## src/rtl/dw2_calc.sv

```systemverilog
// dw2_calc: delta-weight generator for one output-layer weight.
// Four-stage pipeline: input register, Q10 product, scaled accumulate with
// batch counting, and a negate/saturate output stage that drives dw plus a
// one-cycle dw_valid strobe for the weight register's select_update.
module dw2_calc #(
    parameter int LR_SHIFT = 3,   // eta = 2^-LR_SHIFT
    parameter int BATCH    = 1,   // samples per update, 1..255
    parameter int ACC_W    = 24   // signed accumulator width, Q(ACC_W-10).10
) (
    input  logic               clk,
    input  logic               reset,
    input  logic signed [15:0] delta_in,
    input  logic signed [15:0] act_in,
    input  logic               in_valid,
    input  logic               flush,
    output logic signed [15:0] dw,
    output logic               dw_valid,
    output logic [7:0]         batch_cnt
);

    // Wide enough for acc + shifted product without overflow before clamping.
    localparam int EXT_W = ((ACC_W > 32) ? ACC_W : 32) + 1;

    localparam logic signed [EXT_W-1:0] ACC_MAX_EXT = {{(EXT_W-ACC_W+1){1'b0}}, {(ACC_W-1){1'b1}}};
    localparam logic signed [EXT_W-1:0] ACC_MIN_EXT = {{(EXT_W-ACC_W+1){1'b1}}, {(ACC_W-1){1'b0}}};
    localparam logic signed [ACC_W:0]   DW_MAX      = {{(ACC_W-14){1'b0}}, {15{1'b1}}};
    localparam logic signed [ACC_W:0]   DW_MIN      = {{(ACC_W-14){1'b1}}, {15{1'b0}}};

    logic signed [15:0]      delta_r;
    logic signed [15:0]      act_r;
    logic                    v1;
    logic signed [31:0]      prod;
    logic signed [31:0]      prod_q10;
    logic                    v2;
    logic signed [31:0]      scaled;
    logic signed [EXT_W-1:0] acc_ext;
    logic signed [EXT_W-1:0] scaled_ext;
    logic signed [EXT_W-1:0] sum_ext;
    logic signed [ACC_W-1:0] acc;
    logic signed [ACC_W-1:0] acc_next;
    logic signed [ACC_W-1:0] close_sum;
    logic                    v3;
    logic                    batch_done;
    logic signed [ACC_W:0]   close_ext;
    logic signed [ACC_W:0]   neg_ext;
    logic signed [15:0]      dw_next;

    // S1: capture the incoming sample; flush drops a coincident sample.
    always_ff @(posedge clk) begin
        if (reset || flush) begin
            delta_r <= '0;
            act_r   <= '0;
            v1      <= 1'b0;
        end else begin
            v1 <= in_valid;
            if (in_valid) begin
                delta_r <= delta_in;
                act_r   <= act_in;
            end
        end
    end

    // Full-precision Q12.20 product of the registered operands.
    always_comb begin
        prod = $signed({{16{delta_r[15]}}, delta_r}) * $signed({{16{act_r[15]}}, act_r});
    end

    // S2: rescale the product to Q12.10 with a flooring arithmetic shift.
    always_ff @(posedge clk) begin
        if (reset || flush) begin
            prod_q10 <= '0;
            v2       <= 1'b0;
        end else begin
            v2 <= v1;
            if (v1) begin
                prod_q10 <= prod >>> 10;
            end
        end
    end

    // Learning-rate scaling, saturating accumulate and batch-close detection.
    always_comb begin
        scaled     = prod_q10 >>> LR_SHIFT;
        acc_ext    = {{(EXT_W-ACC_W){acc[ACC_W-1]}}, acc};
        scaled_ext = {{(EXT_W-32){scaled[31]}}, scaled};
        sum_ext    = acc_ext + scaled_ext;
        if (sum_ext > ACC_MAX_EXT) begin
            acc_next = {1'b0, {(ACC_W-1){1'b1}}};
        end else if (sum_ext < ACC_MIN_EXT) begin
            acc_next = {1'b1, {(ACC_W-1){1'b0}}};
        end else begin
            acc_next = sum_ext[ACC_W-1:0];
        end
        batch_done = (batch_cnt == 8'(BATCH - 1));
    end

    // S3: accumulate; on batch close restart from zero and hand the sum to S4.
    always_ff @(posedge clk) begin
        if (reset || flush) begin
            acc       <= '0;
            batch_cnt <= '0;
            close_sum <= '0;
            v3        <= 1'b0;
        end else begin
            v3 <= 1'b0;
            if (v2) begin
                if (batch_done) begin
                    acc       <= '0;
                    batch_cnt <= '0;
                    close_sum <= acc_next;
                    v3        <= 1'b1;
                end else begin
                    acc       <= acc_next;
                    batch_cnt <= batch_cnt + 8'd1;
                end
            end
        end
    end

    // Negate the closing sum; the extra bit keeps -min representable before clamping.
    always_comb begin
        close_ext = {close_sum[ACC_W-1], close_sum};
        neg_ext   = -close_ext;
        if (neg_ext > DW_MAX) begin
            dw_next = 16'sh7FFF;
        end else if (neg_ext < DW_MIN) begin
            dw_next = 16'sh8000;
        end else begin
            dw_next = neg_ext[15:0];
        end
    end

    // S4: publish the result; dw holds between pulses and across a flush.
    always_ff @(posedge clk) begin
        if (reset) begin
            dw       <= '0;
            dw_valid <= 1'b0;
        end else if (flush) begin
            dw_valid <= 1'b0;
        end else begin
            dw_valid <= v3;
            if (v3) begin
                dw <= dw_next;
            end
        end
    end

endmodule

```

## config.mk

```make
export PLATFORM = sky130hd
export DESIGN_NAME = dw2_calc
export DESIGN_NICKNAME = d
export VERILOG_FILES = /design/src/rtl/dw2_calc.sv
export SDC_FILE = /design/constraint.sdc
export NUM_CORES = 1
export LEC_CHECK = 0
export ABC_AREA = 1
export CORE_MARGIN = 5
export CORE_UTILIZATION = 40
export DETAILED_ROUTE_END_ITERATION = 7
export GPL_ROUTABILITY_DRIVEN = 0
export PLACE_DENSITY_LB_ADDON = 0.15
export SLEW_MARGIN = 20
export SYNTH_ARGS = -nofsm -noshare
export SYNTH_HDL_FRONTEND = slang
export SYNTH_SLANG_ARGS = --single-unit
export TNS_END_PERCENT = 1
```

## constraint.sdc

```tcl
create_clock -name clk -period 15.82 [get_ports clk]
set_clock_uncertainty 0.1 [all_clocks]
set_input_delay 2.373 -clock clk [delete_from_list [all_inputs] [get_ports clk]]
set_output_delay 2.373 -clock clk [all_outputs]
set_load 0.05 [all_outputs]
```

# Word level (Yosys, flattened, before mapping)
# Cells that the tools add are included.
[op_classes] n_addsub=3 n_mul=1 order_cmp=4 muxes=7 bitwise=2 n_reduce_logical=6
[op_table] op="24-bit 2-to-1 mux" count=3
[op_table] op="16-bit by 16-bit multiplier with 32-bit output" count=1
[op_table] op="16-bit 2-to-1 mux" count=2
[op_table] op="24-bit by 19-bit adder with 25-bit output" count=1
[op_table] op="25-bit by 16-bit greater-than comparator with 1-bit output, second input constant" count=1
[op_table] op="25-bit by 24-bit greater-than comparator with 1-bit output, second input constant" count=1
[op_table] op="25-bit by 16-bit less-than comparator with 1-bit output, second input constant" count=1
[op_table] op="25-bit by 24-bit less-than comparator with 1-bit output, second input constant" count=1
[op_table] op="24-bit negation with 25-bit output" count=1
[op_table] op="8-bit by 1-bit adder with 8-bit output, second input constant" count=1
[op_table] op="8-bit zero test" count=1
[op_table] op="8-bit 2-to-1 mux" count=1
[op_table] op="2-bit AND reduction" count=2
[op_table] op="2-bit OR reduction" count=2
[op_table] op="1-bit inverter" count=2
[op_table] op="1-bit logical OR" count=1
[op_table] op="1-bit 2-to-1 mux" count=1
[totals] ff_bits=130 input_bits=36 word_cells=34

# Logic depth before layout (Yosys ltp)
[logic_depth] depth_word=5 depth_mapped=30 mapped_depth_nobuf=28

# Least setup slack after synthesis
# No wires, ideal clock.
[synth_timing] path_kind="register -> register" from="register delta_r[15]" to="register prod_q10[14]" setup_time_ns=0.116 arrival_time_ns=5.665 setup_slack_ns=9.939 path_stages_with_launch=26 n_path_buf=2 cell_sequence="dfxtp_1 -> clkbuf_1 -> clkbuf_1 -> nand2_1 -> inv_1 -> fa_1 -> fa_1 -> inv_1 -> fa_1 -> inv_1 -> fa_1 -> fa_1 -> inv_1 -> fa_1 -> inv_1 -> ha_1 -> nand2_1 -> nor2_1 -> inv_1 -> nor2_1 -> inv_1 -> o211ai_1 -> and2_1 -> o21ai_0 -> o211ai_1 -> inv_1"
[synth_via] elab_chain_cells=1
[synth_rtl] item="from (decl)" line_no="29" source="logic signed [15:0] delta_r;"
[synth_rtl] item="from (signal assigned)" line_no="57" source="delta_r <= delta_in;"
[synth_rtl] item="16-bit by 16-bit multiplier with 32-bit output" line_no="65" source="prod = $signed({{16{delta_r[15]}}, delta_r}) * $signed({{16{act_r[15]}}, act_r});"
[synth_rtl] item="to (signal assigned)" line_no="76" source="prod_q10 <= prod >>> 10;"
[synth_rtl] item="to (decl)" line_no="33" source="logic signed [31:0] prod_q10;"
# Every way passes these cells.
# A chain may end at the register's enable or synchronous reset.

# Worst setup path in the final report
[layout_timing] from="register act_r[4]" to="register prod_q10[14]"
[layout_via] elab_chain_cells=1
[layout_rtl] item="from (decl)" line_no="30" source="logic signed [15:0] act_r;"
[layout_rtl] item="from (signal assigned)" line_no="58" source="act_r <= act_in;"
[layout_rtl] item="16-bit by 16-bit multiplier with 32-bit output" line_no="65"
# Every way passes these cells.

==> results.sh <==
export IMPL_outcome="complete, no violations"
export IMPL_slowest_delay_ps=850
export IMPL_crit_fanout=17
export IMPL_worstPathArrival_ps=6770
export IMPL_synth_common_cells="nand2_1, inv_1, fa_1, nor2_1, a21oi_1"
export IMPL_setup_ws_ps=9290
export IMPL_min_period_ps=6530
export IMPL_reg2reg_from="act_r[4]"
export IMPL_yosys_warnings=0
export IMPL_hp_start="dw[0]"
export IMPL_leakagePower_uw=0.0102
export IMPL_netlist_instances=2395
export IMPL_dp_hpwl_um=37500
export IMPL_num_antenna_cells=0
export IMPL_whs_path_depth=2
export IMPL_grt_pass1_wl_um=78900
export IMPL_p_per_area_mw_per_mm2=45.3
export IMPL_period_share_pct=41.2
export IMPL_fmax_mhz=153
export IMPL_drt_total_wl_um=46500
export IMPL_yosys_most_used_dff="dfxtp_1"
export IMPL_final_setup_viol_count=0
export IMPL_yosys_top_cells_area="fa_1, dfxtp_1, nand2_1, inv_1, ha_1"
export IMPL_cap_violations=0
export IMPL_via_count=14553
export IMPL_slew_headroom_pct=35.0
export IMPL_hold_viol=0
export IMPL_syn_mean_instance_area_um2=7.23
export IMPL_slew_violations=0
export IMPL_crit_chain="nand2_1 -> fa_1 -> inv_1 -> fa_1 -> inv_1 -> fa_1 -> inv_1 -> fa_1 -> fa_1 -> inv_1 -> fa_1 -> inv_1 -> ha_1 -> nand2_1 -> nor2_1 -> inv_1 -> nor2_1 -> nand4_1 -> o211ai_1 -> and2_1 -> o21ai_0 -> o211ai_1 -> inv_1"
export IMPL_ant_nets=0
export IMPL_drtIter0Drc=931
export IMPL_synth_enable_flop_cells=0
export IMPL_insertion_delay_ps=450
export IMPL_synthArstFlopShare_pct=0
export IMPL_synth_cell_types=46
export IMPL_yosysSeqAreaShare_pct=14.7
export IMPL_ys_ff_latch=127
export IMPL_io_buffer_count=60
export IMPL_synthesis_area_mm2=0.0173
export IMPL_place_ws_ps=9370
export IMPL_critPathMostFrequentCell="inv_1"
export IMPL_fin_tns_setup_ps=0
export IMPL_cts_root_buf="clkbuf_16"
export IMPL_grt_usage_pct=20.7
export IMPL_r2r_end="prod_q10[14]"
export IMPL_end_kind="flop"
export IMPL_reg2reg_depth=23
export IMPL_first_global_vias=14998
export IMPL_hold_class="flop to flop"
export IMPL_grt_max_degree=71
export IMPL_drive_gt1_share_pct=3.58
export IMPL_tightest_slew_ps=973
export IMPL_crit_path_start_kind="flop"
export IMPL_slowest_stage="dfxtp_1"
export IMPL_rsz0062_at_grt="no"
export IMPL_io_pins=61
export IMPL_syn_nets=2800
export IMPL_grt_overflow=0
export IMPL_fp_row_count=76
export IMPL_start_util_pct=40.3
export IMPL_min_to="dw[0]"
export IMPL_cts_hold_buf=0
export IMPL_post_drt_wl_per_cell_um=15.6
export IMPL_drtPass1Iterations=5
export IMPL_layout_nets=2794
export IMPL_peakVddDrop_mv=0.0708
export IMPL_htreeDepth=4
export IMPL_r2r_setup_slack_ps=9290
export IMPL_syn_to_final_growth_pct=9.29
export IMPL_clockBufferDepth=2
export IMPL_drc=0
export IMPL_critical_path_required_ps=16060
export IMPL_post_route_util_pct=44.0
export IMPL_cts_sinks=127
export IMPL_tritoncts="yes"
export IMPL_fp_dieW_um=218
export IMPL_cts_resized_gates=0
export IMPL_synth_top_area_share_pct=30.3
export IMPL_synth_top_area_cell="fa_1"
export IMPL_die_h_um=218
export IMPL_cts_made_buffers=17
export IMPL_fin_total_pwr_uw=858
export IMPL_critPathKind="flop to flop"
export IMPL_fp_coreArea_mm2=0.0430
export IMPL_cts_setup_buffers=0
export IMPL_routed_via_density=4.87
export IMPL_clk_pin_slew_ps=60
export IMPL_yosysMostFrequentCell="nand2_1"
export IMPL_dieArea_mm2=0.0476
export IMPL_antenna_found_initial=0
[final cells by class]
| type | count | area [µm²] |
|---|---|---|
| Clock inverter | 13 | 129 |
| Tap cell | 585 | 732 |
| Clock buffer | 19 | 453 |
| Inverter | 571 | 2140 |
| Sequential cell | 127 | 2540 |
| Multi-Input combinational cell | 1600 | 12200 |
| Timing Repair Buffer | 72 | 691 |
| Fill cell | 4490 | 24000 |
[cells by family (layout without fill, tap and decap cells)]
kind of cell / count (synthesis) / count (layout) / share of synthesized area, %
buffers and inverters: 668 / 675 / 14.7
AND/OR/NAND/NOR: 908 / 908 / 21.5
AO/OA/AOI/OAI: 280 / 280 / 9.01
flip-flops: 127 / 127 / 14.7
adder cells (fa/ha/maj): 369 / 369 / 38.0
XOR/XNOR: 43 / 43 / 2.17
[where the power goes]
part | leakage [µW] | switching [µW] | internal [µW] | total (µW)
Sequential | 0.00103 | 15.3 | 324 | 339
Clock | 0.000286 | 175 | 227 | 402
Combinational | 0.00889 | 72.3 | 43.8 | 116
Total | 0.0102 | 263 | 595 | 858
[per-layer routing]
| layer | wire length [µm] | track usage [%] | vias up |
|---|---|---|---|
| li1 | - | - | 7130 |
| met1 | 22400 | 30.3 | 7068 |
| met2 | 21000 | 32.8 | 316 |
| met3 | 2340 | 2.37 | 39 |
| met4 | 778 | 4.98 | 0 |
| met5 | 0 | 0 | - |
[how the worst max path moves through the flow]
stage	startpoint	endpoint	slack (ps)	cells past startpoint
finish	act_r[4]	prod_q10[14]	9290	23
global route	delta_r[15]	prod_q10[14]	8890	23
CTS	delta_r[15]	prod_q10[14]	9320	23
detailed placement	delta_r[15]	prod_q10[14]	9370	23
global placement	act_r[4]	prod_q10[14]	9430	23
floorplan	delta_r[15]	prod_q10[14]	9940	25
[critical path: cells and delay by family, from the launching register on]
kind	cells	cell delay (ps)
AOI/OAI and AO/OA	3	320
DFF	1	850
buffers and inverters	7	500
and+or+nand+nor	6	1000
adders and majority gates	7	3650
[cells in the final DEF (no fill, tap or decap), types with 10 or more instances in the layout]
cell type / instances
a21o_1: 10
a21oi_1: 128
a21oi_2: 10
a31oi_1: 15
buf_4: 12
clkbuf_16: 17
clkdlybuf4s50_1: 60
dfxtp_1: 126
fa_1: 262
ha_1: 107
inv_1: 565
nand2_1: 626
nand3_1: 69
nand4_1: 27
nor2_1: 134
nor3_1: 18
o21ai_0: 84
xnor2_1: 19
xor2_1: 24
[per-stage QoR]
stage	cells	hold WS, ps	area [µm²]
6_report	2987	364	18900
5_1_grt	2987	393	18900
4_1_cts	2987	365	18900
3_5_place_dp	2955	355	18300
3_3_place_gp	2955	353	18300
2_1_floorplan	2395	317	17300
[registers in the layout, summed over array words and instances, names as in the netlist]
register and flops:
acc 24, close_sum 24, prod_q10 19, act_r 16, delta_r 16, dw 16
batch_cnt 8, dw_valid 1, v1 1, v2 1, v3 1
Power figures use the tool's default switching activity.
==> patch (config.mk and constraints unchanged) <==
`ACC_W`: 24 -> 48.
--- a/src/rtl/dw2_calc.sv
+++ b/src/rtl/dw2_calc.sv
@@ -6,5 +6,5 @@
     parameter int LR_SHIFT = 3,   // eta = 2^-LR_SHIFT
     parameter int BATCH    = 1,   // samples per update, 1..255
-    parameter int ACC_W    = 24   // signed accumulator width, Q(ACC_W-10).10
+    parameter int ACC_W    = 48   // signed accumulator width, Q(ACC_W-10).10
 ) (
     input  logic               clk,
Check against the original RTL: no difference found for any inputs over 4 cycles, from zero or initial values and one cycle with reset high; that may be too few to reach the edited logic, so the function may still have changed.
==> patch against the original RTL <==
  * Synthesized area is 29% higher
  * Sequential cell count is 48 higher
  * Final cell count is 36% higher
  * Worst setup slack worse by 0.17 ns
  * Non-clock buffer count increased by 1
  * Cell area rose by 27%
  * Routed wire length up 37%
  * Hold slack gained 0.0059 ns
  * Global-route usage grew 1.0 points
  * Die area is 27% higher
  * Total power up 22%
  * Count of clock-buffer cells in the layout down 1
  * Largest power group is now sequential cells
  * Highest routed layer unchanged
==> patch: results (changes against the original RTL) <==
Detailed routing
  – Routed Wire Length: 63.75 mm (+37%)
  – Vias/cell: 5.039 (+3.4%)
  – Routed length per instance: 15.69 µm (+0.70%)
  – Drt initial violations: 1420 (+53%)
  – First drt pass iteration count: 6 (+1)

Power
  – Combinational cell fraction of total power: 13.8% (+0.3 points)
  – Switching power: 337.8 µW (+29%)
  – P_leak: 12.93 nW (+27%)
  – Power per cell area: 43.62 nW/µm² (-3.7%)
  – Seq power: 460 µW (+36%)
  – Peak supply drop: 0.00005121 V (-28%)
  – Top power group: sequential cells

Clocking
  – CTS root buf: clkbuf_16
  – Post-CTS setup repair buffer count: 0 (unchanged)
  – Clk Latency, worst-skew pair: 0.50 ns (+0.05 ns)
  – Clock-pin slew on the worst setup and hold paths: 0.08 ns (+0.02 ns)
  – H-Tree Depth: 4 (unchanged)
  – Clock buffer depth: 2 (unchanged)

Place
  – Post-Place Cells: 4031 (+36%)
  – Post-place setup slack: 9.177 ns (-0.1892 ns)
  – Dpl hpwl: 51.89 mm (+38%)
  – Cell Area, Placed: 23460 µm² (+28%)

Synth
  – Sequential-to-total area share from yosys stat: 15.70% (+1.0 points)
  – Syn_area_per_cell: 6.701 µm² (-7.3%)
  – Async SR Flop Fraction: 0% (unchanged)
  – Most frequent cells after synthesis: nand2_1, inv_1, nor2_1
  – Netlist cell types: 44 (-4.3%)
  – Top cells by area, synth: fa_1, nand2_1, dfxtp_1
  – Syn_nets: 3758 (+34%)

STA
  – Max-slew headroom: 33.71% (-1.3 points)
  – Max Fclk: 0.1493 GHz (-2.6%)
  – WHS: 0.3702 ns (+0.005918 ns)

Worst setup path
  – Slowest-stage cell, CP: fa_1
  – Crit. Startpoint: act_r[5]$_SDFFE_PP0P_
  – Delay-heaviest family, CP: adder cells
  – R2r setup slk: 9.12 ns (-0.17 ns)
  – Worst EP arrival: 7.02 ns (+0.25 ns)
  – Peak fanout along the critical path: 17 (unchanged)
  – Reg2reg end: prod_q10[16]$_SDFFE_PP0P_
  – CP Capture Point: prod_q10[16]$_SDFFE_PP0P_
  – Reg2Reg Depth: 18 (-22%)
  – Max stage delay on crit path: 0.94 ns (+0.09 ns)

Final layout
  – Ant. Diodes: 0 (unchanged)
  – Nets: 3731 (+34%)
  – Share of layout cells above drive strength 1: 3.137% (-0.44 points)
  – Top Registers: acc x48, close_sum x48, prod_q10 x19

Global route
  – Total GRT Usage: 21.65% (+1.0 points)
  – First-pass GRT wire length: 105.8 mm (+34%)
  – Largest net degree at the start of global routing: 60 (-15%)
  – Vias in the first global route: 20250 (+35%)

Min path
  – Min-delay src: acc[47]$_SDFFE_PP0P_
  – WHS Path Cells: 2 (unchanged)
  – Worst hold path endpoint: acc[47]$_SDFFE_PP0P_
  – HP Class: reg2reg

Outcome
  – Status: complete, no violations
[patch: cells by family (layout without fill, tap and decap cells)]
family | after synthesis | count (layout) | synth area share (%)
buffers and inverters | 771 | 757 | 13.22
AOI/OAI and AO/OA | 428 | 428 | 10.45
xor gates and xnor gates | 63 | 63 | 2.507
adders and majority gates | 393 | 393 | 30.86
and+or+nand+nor | 1499 | 1499 | 27.26
DFF | 175 | 175 | 15.70
[patch: area by class of cell]
class / instances / area (µm²)
well taps: 748 / 935.9
clock inverters: 14 / 148.9
fillers: 5754 / 31160
repair buffers: 73 / 698.2
inverters: 652 / 2447
multi-input cells: 2383 / 15870
clock buffers: 18 / 439.2
flip-flops and latches: 175 / 3505
[patch: routing by layer]
layer  vias to the layer above  wire length [µm]  global-route usage (%)
li1                      10030                 -                       -
met1                      9748             30670                   31.78
met2                       643             27560                   33.24
met3                        57              4468                   4.068
met4                         0              1051                   4.923
met5                         -                 0                       0
